$ cat src/rtl/spi_pkg.sv
// -----------------------------------------------------------------------------
// spi_pkg
// Shared definitions for the SPI byte sequencer: the sequencer state encoding
// and the default FIFO depth / start-timeout limit used by the top module.
// -----------------------------------------------------------------------------
package spi_pkg;

  localparam int DEFAULT_DEPTH      = 8;  // entries per FIFO (power of 2)
  localparam int DEFAULT_WAIT_LIMIT = 4;  // cycles allowed for spi_en to rise

  typedef enum logic [2:0] {
    IDLE,
    START,
    WAIT_EN,
    BUSY,
    CAPTURE
  } seq_state_t;

endpackage : spi_pkg

$ cat src/rtl/spi_sync_fifo.sv
// -----------------------------------------------------------------------------
// spi_sync_fifo
// Single-clock byte FIFO with count-based full/empty flags.
// Ports:
//   clk, rst   - clock, asynchronous active-high reset
//   push       - write request; ignored while full (even with a same-cycle pop)
//   push_data  - byte to write
//   pop        - read request; ignored while empty
//   head       - byte at the read pointer (0 while empty)
//   full/empty - occupancy flags
// -----------------------------------------------------------------------------
module spi_sync_fifo #(
  parameter int DEPTH = 8
) (
  input  logic       clk,
  input  logic       rst,
  input  logic       push,
  input  logic [7:0] push_data,
  input  logic       pop,
  output logic [7:0] head,
  output logic       full,
  output logic       empty
);

  localparam int AW = $clog2(DEPTH);
  localparam int CW = AW + 1;

  logic [7:0]    mem [DEPTH];
  logic [AW-1:0] wr_ptr;
  logic [AW-1:0] rd_ptr;
  logic [CW-1:0] count;
  logic          do_push;
  logic          do_pop;

  assign full    = (count == CW'(DEPTH));
  assign empty   = (count == '0);
  assign do_push = push & ~full;
  assign do_pop  = pop & ~empty;
  // Forcing 0 while empty keeps the head defined straight out of reset.
  assign head    = empty ? 8'h00 : mem[rd_ptr];

  // Pointers wrap naturally because DEPTH is a power of 2.
  always_ff @(posedge clk or posedge rst) begin
    if (rst) begin
      wr_ptr <= '0;
      rd_ptr <= '0;
      count  <= '0;
    end else begin
      if (do_push) wr_ptr <= wr_ptr + AW'(1);
      if (do_pop)  rd_ptr <= rd_ptr + AW'(1);
      case ({do_push, do_pop})
        2'b10:   count <= count + CW'(1);
        2'b01:   count <= count - CW'(1);
        default: count <= count;
      endcase
    end
  end

  // NOTE: storage is not reset; occupancy is tracked by count, so stale
  // contents are never observable and the array can map to plain RAM.
  always_ff @(posedge clk) begin
    if (do_push) mem[wr_ptr] <= push_data;
  end

endmodule : spi_sync_fifo

$ cat src/rtl/spi_byte_sequencer.sv
// -----------------------------------------------------------------------------
// spi_byte_sequencer
// Feeds bytes from a TX FIFO to a downstream SPI byte engine one at a time and
// collects the engine's received bytes into an RX FIFO.
// Ports:
//   clk, rst              - clock, asynchronous active-high reset
//   tx_data/valid/ready   - byte input stream into the TX FIFO
//   rx_data/valid/ready   - byte output stream from the RX FIFO
//   spi_data_in           - byte presented to the engine (held for the transfer)
//   spi_start             - one-cycle start pulse to the engine
//   spi_en                - engine transfer-active indication
//   spi_data_out          - byte received by the engine
//   busy                  - transfer in progress or TX bytes pending
//   err, err_clr          - sticky start-timeout flag and its clear
// -----------------------------------------------------------------------------
module spi_byte_sequencer
  import spi_pkg::*;
#(
  parameter int DEPTH      = DEFAULT_DEPTH,
  parameter int WAIT_LIMIT = DEFAULT_WAIT_LIMIT
) (
  input  logic       clk,
  input  logic       rst,
  input  logic [7:0] tx_data,
  input  logic       tx_valid,
  output logic       tx_ready,
  output logic [7:0] rx_data,
  output logic       rx_valid,
  input  logic       rx_ready,
  output logic [7:0] spi_data_in,
  output logic       spi_start,
  input  logic       spi_en,
  input  logic [7:0] spi_data_out,
  output logic       busy,
  output logic       err,
  input  logic       err_clr
);

  localparam int WCW = $clog2(WAIT_LIMIT + 1);

  seq_state_t     state;
  logic           spi_en_q;
  logic [WCW-1:0] wait_cnt;

  logic [7:0] tx_head;
  logic       tx_full;
  logic       tx_empty;
  logic       rx_full;
  logic       rx_empty;
  logic       tx_pop;
  logic       rx_push;

  assign tx_ready = ~tx_full;
  assign rx_valid = ~rx_empty;
  assign busy     = (state != IDLE) | ~tx_empty;

  // A byte is only launched when its reply is guaranteed an RX slot; nothing
  // else pushes RX between launch and CAPTURE, so the CAPTURE push never drops.
  assign tx_pop  = (state == IDLE) & ~tx_empty & ~rx_full;
  assign rx_push = (state == CAPTURE);

  spi_sync_fifo #(.DEPTH(DEPTH)) u_tx_fifo (
    .clk       (clk),
    .rst       (rst),
    .push      (tx_valid),
    .push_data (tx_data),
    .pop       (tx_pop),
    .head      (tx_head),
    .full      (tx_full),
    .empty     (tx_empty)
  );

  spi_sync_fifo #(.DEPTH(DEPTH)) u_rx_fifo (
    .clk       (clk),
    .rst       (rst),
    .push      (rx_push),
    .push_data (spi_data_out),
    .pop       (rx_ready),
    .head      (rx_data),
    .full      (rx_full),
    .empty     (rx_empty)
  );

  always_ff @(posedge clk or posedge rst) begin
    if (rst) begin
      state       <= IDLE;
      spi_start   <= 1'b0;
      spi_data_in <= 8'h00;
      spi_en_q    <= 1'b0;
      wait_cnt    <= '0;
      err         <= 1'b0;
    end else begin
      spi_en_q <= spi_en;
      // NOTE: the clear is written first so a timeout set later in this block
      // overrides it; with non-blocking assignments the last one wins.
      if (err_clr) err <= 1'b0;

      case (state)
        IDLE: begin
          // spi_en is deliberately not looked at here or in START.
          if (tx_pop) begin
            spi_data_in <= tx_head;
            spi_start   <= 1'b1;
            state       <= START;
          end
        end
        START: begin
          spi_start <= 1'b0;
          wait_cnt  <= '0;
          state     <= WAIT_EN;
        end
        WAIT_EN: begin
          if (spi_en) begin
            state <= BUSY;
          end else if (wait_cnt == WCW'(WAIT_LIMIT - 1)) begin
            // Engine never answered: drop the byte without an RX push.
            err   <= 1'b1;
            state <= IDLE;
          end else begin
            wait_cnt <= wait_cnt + WCW'(1);
          end
        end
        BUSY: begin
          if (spi_en_q && !spi_en) state <= CAPTURE;
        end
        CAPTURE: begin
          state <= IDLE;
        end
        default: state <= IDLE;
      endcase
    end
  end

endmodule : spi_byte_sequencer

$ cat config.mk
export PLATFORM = sky130hd
export DESIGN_NAME = spi_byte_sequencer
export DESIGN_NICKNAME = d
export VERILOG_FILES = /design/src/rtl/spi_pkg.sv /design/src/rtl/spi_sync_fifo.sv /design/src/rtl/spi_byte_sequencer.sv
export SDC_FILE = /design/constraint.sdc
export NUM_CORES = 1
export LEC_CHECK = 0
export CAP_MARGIN = 20
export CORE_ASPECT_RATIO = 1.1
export CORE_MARGIN = 10
export CORE_UTILIZATION = 35
export DETAILED_ROUTE_END_ITERATION = 16
export PLACE_DENSITY_LB_ADDON = 0.08
export SKIP_LAST_GASP = 1
export SLEW_MARGIN = 20
export SYNTH_ARGS = -nofsm -noshare
export SYNTH_HDL_FRONTEND = slang
export SYNTH_HIERARCHICAL = 1
export SYNTH_SLANG_ARGS = --single-unit
$ cat constraint.sdc
create_clock -name clk -period 7.35 [get_ports clk]
set_input_delay 2.205 -clock clk [delete_from_list [all_inputs] [get_ports clk]]
set_output_delay 2.205 -clock clk [all_outputs]
set_load 0.1 [all_outputs]
==> implementation parameters, run 1 <==
Parameter                              Value

STA
  Unrepaired setup endpoints after global routing ... false
  Final max-slew violation count ... 0
  Worst-margin pin slew ... 1.068 ns
  Count of final setup violators ... 0
  Slew headroom ... 0.2855
  Min Hold Slack ... 0.4972 ns
  Final clock skew ... 0.01046 ns
  Final hold violation count ... 0
  Fin crit share ... 0.7325
  Worst Slack Setup Final ... 1.966 ns
  Peak Freq ... 185.8 MHz
  Crit path time final ... 5.384 ns
  Final setup TNS ... 0 ns

Logic synthesis
  Count of different cell masters after synthesis ... 48
  Syn Std Cell Area ... 6882 um2
  Syn nets ... 418
  Synthesized area per cell ... 17.92 um2
  #FFs+latches synth ... 165
  FFs w/ async S/R, synth ... 0.2242
  Cell accounting for the most synthesized area ... sky130_fd_sc_hd__edfxtp_1
  Count of flip-flops with a built-in enable after synthesis ... 128
  Main area contributors after synthesis ... sky130_fd_sc_hd__edfxtp_1 56%, sky130_fd_sc_hd__dfrtp_1 13%, sky130_fd_sc_hd__mux4_2 10%
  Part of the Yosys area used for sequential elements ... 0.6931
  Number of instances in the synthesized netlist ... 384
  Number of warnings printed during yosys synthesis ... 6
  Area share of the largest cell type after synthesis ... 0.5585
  Main synth FF type ... sky130_fd_sc_hd__edfxtp_1

Placed design
  Count of buffers inserted at the top-level ports ... 42
  Setup WS pre-CTS ... 2.188 ns
  Number of placed instances, taps included ... 657
  Post-DP HPWL ... 8971 um
  Placer Congestion ... 0.7168

Clocking
  Number of setup buffers added after CTS ... 0
  Source-to-sink clock delay at the later pin of the worst-skew pair ... 0.42 ns
  Clock sink count ... 165
  Hold buffer count at cts ... 0
  Clock tree buffer depth ... 2
  H-tree depth reported by CTS ... 4
  Root Buffer ... sky130_fd_sc_hd__clkbuf_16
  Clk pin slew, worst setup/hold paths ... 0.06 ns
  Number of gates resized after CTS ... 0
  Cts bufs inserted ... 17
  TritonCTS clock tree ... built

Power
  Pwr/cell area ... 439.1 nW/um2
  Worst supply voltage drop on vdd ... 351.3 uV
  Leakage power ... 2.787 nW

Worst setup path
  Crit path DAT ... 3.18 ns
  Worst R2R Path Depth ... 9
  Worst setup EP type ... primary output
  Maximum net fanout on the critical path ... 8
  Critical Path RT ... 5.14 ns
  Kind of critical path ... reg2out
  Startpoint type of the worst setup path ... flip-flop

Drt
  Detailed router's first-iteration violation count ... 156
  Ratio of routed vias to standard cells ... 5.100
  WL per Instance ... 19.69 um
  Detailed Routing Iterations Pass 1 ... 4
  Residual DRC ... 0
  Met2 WL post-DR ... 7071 um
  Met1 Wirelength ... 5864 um
  Sum of met3 wire segment lengths after detailed routing ... 490 um
  Routed Antenna Nets ... 0
  Via total after detailed routing ... 3514
  Routed wire length ... 13570 um
  DR top layer ... met4

Cells and area
  Share of the core filled with cells in the final layout ... 0.4196
  Final nets ... 463
  Fillers ... 1734
  Diode insertion count for antenna repair ... 0
  Commonest non-fill, non-tap cells in the layout ... 128 x sky130_fd_sc_hd__edfxtp_1, 42 x sky130_fd_sc_hd__clkdlybuf4s50_1, 36 x sky130_fd_sc_hd__dfrtp_1
  Area added between synthesis and finish ... 17.27%
  Share of cells above drive strength 1 ... 0.2081
  Commonest non-fill, non-tap cell in the layout ... sky130_fd_sc_hd__edfxtp_1
  Final Non-Filler Cells ... 689

Die
  Die span in y ... 167.1 um
  Chip Width ... 153.7 um
  Core area ... 19230 um2
  Starting density of the core ... 0.3578
  Die area ... 25680 um2
  Number of placement rows ... 53
  Number of top-level design ports ... 43

Hold path
  Type of the most critical hold path ... reg2reg
  Hold Path Cell Cnt ... 1

Global route
  Global route total overflow ... 0
  Initial antenna violation count ... 0
  Global-route wire length before repair ... 21730 um
  Overall track demand over capacity in global routing ... 0.1092
  Maximum number of pins on one net before global-route repair ... 19
  Number of global-route vias before repair ... 3780

Run
  Max-cap violations ... 0

Outcome
  Outcome ... completed
[final timing paths]
check / from / endpoint / slack (ns)
worst max-delay path: u_rx_fifo/count[1] / rx_data[6] / 1.97
worst min-delay path: u_tx_fifo/rd_ptr[2] / u_tx_fifo/rd_ptr[2] / 0.50
worst max register to register: u_tx_fifo/count[1] / u_tx_fifo/count[3] / 3.91
worst min register to register: u_tx_fifo/rd_ptr[2] / u_tx_fifo/rd_ptr[2] / 0.50
max in group asynchronous: rst / spi_data_in[6] / 4.52
min in group asynchronous: rst / u_rx_fifo/wr_ptr[2] / 2.19
[report_power, final]
| part | leakage (nW) | internal, mW | total [mW] | switching (mW) |
|---|---|---|---|---|
| registers | 1.61 | 1.16 | 1.34 | 0.181 |
| clock network | 0.257 | 0.465 | 0.817 | 0.352 |
| logic | 0.923 | 0.528 | 1.39 | 0.857 |
| total | 2.79 | 2.15 | 3.54 | 1.39 |
[logic make-up after synthesis]
logic type,count (synthesis),synth area share
buf+inv,36,0.02654
simple gates,72,0.06509
mux,48,0.1305
flops,165,0.6931
fa+ha+maj,12,0.02182
xor+xnor,14,0.01782
compound gates,37,0.04509
[metal layers]
| metal | vias to the layer above | GRT usage |
|---|---|---|
| met4 | 0 | 0.03822 |
| met2 | 58 | 0.1894 |
| met5 | - | 0 |
| met3 | 11 | 0.02679 |
| met1 | 1835 | 0.1283 |
| li1 | 1610 | - |
[cells in the mapped netlist (5+ instances only)]
library cell and number:
sky130_fd_sc_hd__a22o_1 14, sky130_fd_sc_hd__dfrtp_1 37, sky130_fd_sc_hd__edfxtp_1 128, sky130_fd_sc_hd__ha_1 12, sky130_fd_sc_hd__inv_1 19, sky130_fd_sc_hd__mux2_2 12, sky130_fd_sc_hd__mux4_2 32, sky130_fd_sc_hd__nand2_1 6
sky130_fd_sc_hd__nand2b_1 6, sky130_fd_sc_hd__nand3_1 10, sky130_fd_sc_hd__nand3b_1 5, sky130_fd_sc_hd__nor2_1 17, sky130_fd_sc_hd__nor3_1 6, sky130_fd_sc_hd__xnor2_1 12
[critical path, stage by stage (launching register included)]
cell                              delay [ns]
sky130_fd_sc_hd__dfrtp_1                0.47
sky130_fd_sc_hd__or4_4                  0.19
sky130_fd_sc_hd__inv_1                  0.05
sky130_fd_sc_hd__nor2_1                 0.63
sky130_fd_sc_hd__a22o_2                 0.29
sky130_fd_sc_hd__clkdlybuf4s50_1        1.13
[stage by stage]
step                      instance area (um2)  power, mW
after detailed placement                 7527      2.773
after floorplan                          6882      2.457
after CTS                                8069      3.599
after global routing                     8070      3.735
final                                    8070      3.544
after global placement                   7527      2.755
[flip-flops by register name, indices dropped and copies added, names as in the netlist]
name              flops
u_rx_fifo/wr_ptr      3
u_tx_fifo/mem        64
u_rx_fifo/rd_ptr      3
u_tx_fifo/rd_ptr      3
spi_data_in           8
spi_start             1
u_rx_fifo/mem        64
u_tx_fifo/wr_ptr      3
state                 3
err                   1
wait_cnt              3
u_tx_fifo/count       4
spi_en_q              1
u_rx_fifo/count       4
[final cells by class]
cell class | count | area [um2] | area share
well taps | 247 | 309.0 | 0.03829
multi-input cells | 183 | 1949 | 0.2416
flip-flops and latches | 165 | 4771 | 0.5912
inverters | 19 | 71.32 | 0.008837
clock buffers | 20 | 436.7 | 0.05411
clock inverters | 12 | 105.1 | 0.01302
repair buffers | 43 | 427.9 | 0.05302
(Power assumes the default switching activity.)
==> inputs of run 2 (changes only) <==
Clock period 7.35 ns to 5.4 ns, I/O delays scaled along.
==> implementation parameters, run 2 (synthesized netlist as in run 1, its figures left out) <==
Parameter                              Value

Worst setup path
  Startpoint type of the worst setup path ... flip-flop
  Critical Path RT ... 3.78 ns (-1.36 ns)
  Worst setup EP type ... primary output
  Crit path DAT ... 2.99 ns (-0.19 ns)
  Kind of critical path ... reg2out
  Maximum net fanout on the critical path ... 8 (unchanged)

STA
  Crit path time final ... 4.610 ns
  Slew headroom ... 0.2911 (+0.005608)
  Peak Freq ... 216.9 MHz
  Min Hold Slack ... 0.5011 ns (+0.003918 ns)
  Final max-slew violation count ... 0 (unchanged)
  Unrepaired setup endpoints after global routing ... false
  Fin crit share ... 0.8538
  Final setup TNS ... 0 ns (unchanged)
  Final hold violation count ... 0 (unchanged)
  Count of final setup violators ... 0 (unchanged)
  Worst-margin pin slew ... 1.060 ns (-0.008386 ns)
  Final clock skew ... 0.009436 ns (-0.001023 ns)

Power
  Portion of total power attributed to the clock network ... 0.255 (+0.024)
  Switch share ... 0.3816 (-0.01069)
  Leakage power ... 2.845 nW (+2.1%)
  Gate power share ... 0.386 (-0.005)
  Design Power ... 5.006 mW (+41%)
  Worst supply voltage drop on vdd ... 855.0 uV (+140%)
  Share of total power in sequential cells ... 0.359 (-0.020)
  Sw Pwr ... 1.910 mW (+37%)
  Pint ... 3.096 mW (+44%)
  Pwr/cell area ... 612.6 nW/um2 (+40%)

Die
  Die span in y ... 167.1 um (unchanged)
  Number of placement rows ... 53 (unchanged)
  Starting density of the core ... 0.3578 (unchanged)
  Die area ... 25680 um2 (unchanged)
  Core area ... 19230 um2 (unchanged)
  Number of top-level design ports ... 43 (unchanged)
  Chip Width ... 153.7 um (unchanged)

Global route
  Number of global-route vias before repair ... 3850 (+1.9%)
  Global route total overflow ... 0 (unchanged)
  Initial antenna violation count ... 0 (unchanged)
  Overall track demand over capacity in global routing ... 0.1099 (+0.0007137)
  Global-route wire length before repair ... 21960 um (+1.0%)
  Maximum number of pins on one net before global-route repair ... 19 (unchanged)

Clocking
  Clock tree buffer depth ... 2 (unchanged)
  Root Buffer ... sky130_fd_sc_hd__clkbuf_16
  Cts bufs inserted ... 17 (unchanged)
  Clk pin slew, worst setup/hold paths ... 0.06 ns (about the same)
  Source-to-sink clock delay at the later pin of the worst-skew pair ... 0.42 ns (about the same)
  TritonCTS clock tree ... built
  H-tree depth reported by CTS ... 4 (unchanged)
  Clock sink count ... 165 (unchanged)
  Number of gates resized after CTS ... 0 (unchanged)
  Hold buffer count at cts ... 0 (unchanged)
  Number of setup buffers added after CTS ... 0 (unchanged)

Drt
  WL per Instance ... 19.73 um (+0.22%)
  Via total after detailed routing ... 3456 (-1.7%)
  Detailed router's first-iteration violation count ... 118 (-24%)
  Routed Antenna Nets ... 0 (unchanged)
  Routed wire length ... 13680 um (+0.80%)
  Detailed Routing Iterations Pass 1 ... 4 (unchanged)
  Ratio of routed vias to standard cells ... 4.987 (-2.2%)
  Residual DRC ... 0 (unchanged)

Run
  Max-cap violations ... 0 (unchanged)

Cells and area
  Share of cells above drive strength 1 ... 0.2175 (+0.009344)
  Post-Layout Inst Area ... 8172 um2 (+1.3%)
  Leading registers by flop count ... u_rx_fifo/mem x64, u_tx_fifo/mem x64, spi_data_in x8
  Commonest non-fill, non-tap cell in the layout ... sky130_fd_sc_hd__edfxtp_1
  Final nets ... 467 (+0.86%)
  Area added between synthesis and finish ... 18.75%
  Diode insertion count for antenna repair ... 0 (unchanged)
  Commonest non-fill, non-tap cells in the layout ... 128 x sky130_fd_sc_hd__edfxtp_1, 41 x sky130_fd_sc_hd__clkdlybuf4s50_1, 37 x sky130_fd_sc_hd__dfrtp_1
  Final Non-Filler Cells ... 693 (+0.58%)

Placed design
  Number of placed instances, taps included ... 661 (+0.61%)
  Total placed instance area ... 7545 um2 (+0.23%)
  Placer Congestion ... 0.7718 (+7.7%)
  Post-DP HPWL ... 9183 um (+2.4%)
  Count of buffers inserted at the top-level ports ... 42 (unchanged)

Outcome
  Outcome ... completed

Hold path
  Type of the most critical hold path ... reg2reg
==> run 2: cell types whose count changed in the layout (fill, tap and decap cells not counted), moves of 2 or more <==
cell / previous run / this run
sky130_fd_sc_hd__nor3_2: 4 / 2
sky130_fd_sc_hd__clkinv_1: 3 / 0
sky130_fd_sc_hd__buf_4: 1 / 6
sky130_fd_sc_hd__nor3_1: 2 / 4
sky130_fd_sc_hd__bufinv_16: 1 / 4
==> run 2: critical path: stages (launching register included) <==
cell and delay (ns):
sky130_fd_sc_hd__dfrtp_1 0.47, sky130_fd_sc_hd__or4_4 0.20, sky130_fd_sc_hd__inv_1 0.05, sky130_fd_sc_hd__nor2_1 0.48, sky130_fd_sc_hd__a22o_1 0.24, sky130_fd_sc_hd__clkdlybuf4s50_1 1.13
==> run 2: area by class of cell <==
class	count	area (um2)
Timing Repair Buffer	47	455.4
Clock buffer	21	450.4
Sequential cell	165	4770
Inverter	19	71.32
Multi-Input combinational cell	183	1939
Tap cell	247	309.0
Clock inverter	11	176.4
Fill cell	1715	11060
==> run 2: power by group through the flow <==
| stage | registers, mW | clock network [mW] | logic [mW] |
|---|---|---|---|
| 3_5_place_dp | 1.83 | 0 | 1.96 |
| 3_3_place_gp | 1.81 | 0 | 1.94 |
| 6_report | 1.80 | 1.28 | 1.93 |
| 2_1_floorplan | 1.96 | 0 | 1.39 |
| 5_1_grt | 1.83 | 1.36 | 2.07 |
| 4_1_cts | 1.80 | 1.31 | 1.97 |
==> run 2: path summary, 6_finish.rpt <==
| check | cells after the start | end | from | slack, ns |
|---|---|---|---|---|
| max | 5 | rx_data[0] | u_rx_fifo/count[1] | 0.79 |
| min | 1 | spi_data_in[5] | spi_data_in[5] | 0.50 |
| max reg2reg | 10 | u_tx_fifo/count[3] | u_tx_fifo/count[0] | 2.25 |
| min reg2reg | 1 | spi_data_in[5] | spi_data_in[5] | 0.50 |
| max in group asynchronous | 2 | spi_en_q | rst | 3.11 |
| min in group asynchronous | 2 | u_rx_fifo/wr_ptr[2] | rst | 1.64 |
==> run 2: per-stage QoR <==
stage          utilization  setup slack (ns)
6_report            0.4249            0.7897
5_1_grt             0.4249            0.5795
4_1_cts             0.4249            0.7403
3_3_place_gp        0.3923             1.244
3_5_place_dp        0.3923             1.203
2_1_floorplan            -             1.900
==> run 2: metal layers <==
metal / part of all wire / track usage
met2: 0.52 / 0.1920
met4: 0.013 / 0.04069
met3: 0.035 / 0.02782
met5: 0 / 0
met1: 0.43 / 0.1265
==> inputs of run 3 (changes only) <==
Settings changed: CTS_BUF_LIST set to sky130_fd_sc_hd__clkbuf_4.
==> implementation parameters, run 3 (synthesized netlist as in run 1, its figures left out) <==
Parameter                              Value

Global route
  Global-route wire length before repair ... 21700 um (-1.2%)
  Overall track demand over capacity in global routing ... 0.1083 (-0.001589)
  Maximum number of pins on one net before global-route repair ... 19 (unchanged)
  Layer with the highest usage ... met2
  Met1 GRT Util ... 0.1256 (-0.0008440)
  Initial antenna violation count ... 1 (+1)
  GRT met3 Usage ... 0.02859 (+0.0007728)
  Routing usage on met2 ... 0.1886 (-0.003365)
  Global route total overflow ... 0 (unchanged)
  Number of global-route vias before repair ... 3828 (-0.57%)

Clocking
  Clock sink count ... 165 (unchanged)
  Cts bufs inserted ... 17 (unchanged)
  Clock tree buffer depth ... 2 (unchanged)
  Root Buffer ... sky130_fd_sc_hd__clkbuf_4
  Hold buffer count at cts ... 0 (unchanged)
  Source-to-sink clock delay at the later pin of the worst-skew pair ... 0.57 ns (+0.15 ns)
  Clk pin slew, worst setup/hold paths ... 0.13 ns (+0.07 ns)
  Number of gates resized after CTS ... 0 (unchanged)
  TritonCTS clock tree ... built
  H-tree depth reported by CTS ... 4 (unchanged)
  Number of setup buffers added after CTS ... 0 (unchanged)

Drt
  Residual DRC ... 0 (unchanged)
  Detailed router's first-iteration violation count ... 159 (+35%)
  Routed Antenna Nets ... 0 (unchanged)
  Via total after detailed routing ... 3460 (+0.12%)
  WL per Instance ... 19.43 um (-1.5%)
  Detailed Routing Iterations Pass 1 ... 4 (unchanged)
  Routed wire length ... 13480 um (-1.4%)
  Ratio of routed vias to standard cells ... 4.986 (about the same)

Placed design
  Count of buffers inserted at the top-level ports ... 42 (unchanged)
  Post-DP HPWL ... 9183 um (unchanged)
  Placer Congestion ... 0.7718 (unchanged)

Worst setup path
  Maximum net fanout on the critical path ... 8 (unchanged)
  Startpoint type of the worst setup path ... flip-flop
  Critical Path RT ... 3.78 ns (about the same)
  Kind of critical path ... reg2out
  Worst setup EP type ... primary output
  Crit path DAT ... 3.14 ns (+0.15 ns)

Cells and area
  Area added between synthesis and finish ... 14.47%
  Final nets ... 467 (unchanged)
  Commonest non-fill, non-tap cell in the layout ... sky130_fd_sc_hd__edfxtp_1
  Share of cells above drive strength 1 ... 0.2220 (+0.004484)
  Leading registers by flop count ... u_rx_fifo/mem x64, u_tx_fifo/mem x64, spi_data_in x8
  Commonest non-fill, non-tap cells in the layout ... 128 x sky130_fd_sc_hd__edfxtp_1, 41 x sky130_fd_sc_hd__clkdlybuf4s50_1, 37 x sky130_fd_sc_hd__dfrtp_1

Power
  Share of total power in sequential cells ... 0.395 (+0.036)
  Switch share ... 0.4076 (+0.02600)
  Gate power share ... 0.425 (+0.039)
  Pwr/cell area ... 575.4 nW/um2 (-6.1%)
  Sw Pwr ... 1.847 mW (-3.3%)
  Design Power ... 4.533 mW (-9.4%)
  Pint ... 2.685 mW (-13%)
  Leakage power ... 2.719 nW (-4.5%)
  Worst supply voltage drop on vdd ... 757.2 uV (-11%)
  Portion of total power attributed to the clock network ... 0.179 (-0.076)

STA
  Final clock skew ... 0.02276 ns (+0.01332 ns)
  Final setup TNS ... 0 ns (unchanged)
  Fin crit share ... 0.8820 (+0.02823)
  Final max-slew violation count ... 0 (unchanged)
  Slew headroom ... 0.2910 (about the same)
  Final hold violation count ... 0 (unchanged)
  Worst-margin pin slew ... 1.060 ns (+0.0002120 ns)
  Unrepaired setup endpoints after global routing ... false
  Peak Freq ... 210.0 MHz (-3.2%)
  Count of final setup violators ... 0 (unchanged)
  Crit path time final ... 4.763 ns (+0.1524 ns)

Outcome
  Outcome ... completed

Die
  Die span in y ... 167.1 um (unchanged)
  Core area ... 19230 um2 (unchanged)
  Number of top-level design ports ... 43 (unchanged)
  Die area ... 25680 um2 (unchanged)
  Number of placement rows ... 53 (unchanged)
  Chip Width ... 153.7 um (unchanged)
  Starting density of the core ... 0.3578 (unchanged)

Hold path
  Type of the most critical hold path ... reg2reg

Run
  Max-cap violations ... 0 (unchanged)
==> run 3: layout make-up <==
type / instances / area (um2)
antenna: 1 / 2.502
clock buffer: 20 / 150.1
clock inverter: 12 / 180.2
fill: 1757 / 11350
inverter: 19 / 71.32
multi-input combinational: 183 / 1939
sequential: 165 / 4770
tap: 247 / 309.0
timing repair buffer: 47 / 455.4
==> run 3: critical path: stages (launching register included) <==
cell	delay, ns
sky130_fd_sc_hd__dfrtp_1	0.49
sky130_fd_sc_hd__or4_4	0.20
sky130_fd_sc_hd__inv_1	0.05
sky130_fd_sc_hd__nor2_1	0.48
sky130_fd_sc_hd__a22o_1	0.24
sky130_fd_sc_hd__clkdlybuf4s50_1	1.13
==> run 3: routing by layer <==
layer  part of all wire  wire length [um]
met1               0.43              5797
met2               0.52              6992
met3              0.036               489
met4              0.015               206
met5                  0                 0
==> run 3: path summary, 6_finish.rpt <==
path | from | end | slack (ns) | cells past startpoint
hold reg to reg | u_tx_fifo/rd_ptr[2] | u_tx_fifo/rd_ptr[2] | 0.51 | 1
max in group asynchronous | rst | spi_en_q | 3.26 | 2
setup reg to reg | u_tx_fifo/count[0] | u_tx_fifo/count[3] | 2.22 | 10
min in group asynchronous | rst | u_rx_fifo/wr_ptr[2] | 1.49 | 2
hold / removal | u_tx_fifo/rd_ptr[2] | u_tx_fifo/rd_ptr[2] | 0.51 | 1
setup / recovery | u_rx_fifo/count[0] | rx_data[0] | 0.64 | 5
==> run 3: metrics by stage <==
step	hold WS [ns]	std cells	setup slack, ns	area [um2]	util
3_5_place_dp	0.4888	661	1.203	7545	0.3923
2_1_floorplan	0.4670	384	1.900	6882	-
4_1_cts	0.5142	693	0.5489	7875	0.4095
5_1_grt	0.5451	694	0.4011	7878	0.4096
6_report	0.5139	694	0.6372	7878	0.4096
3_3_place_gp	0.4869	661	1.244	7545	0.3923
==> run 3: power groups by stage <==
| stage | logic (mW) | clock network, mW | registers (mW) |
|---|---|---|---|
| after global placement | 1.94 | 0 | 1.81 |
| after CTS | 1.96 | 0.842 | 1.80 |
| after floorplan | 1.39 | 0 | 1.96 |
| final | 1.93 | 0.814 | 1.79 |
| after detailed placement | 1.96 | 0 | 1.83 |
| after global routing | 2.06 | 0.894 | 1.83 |
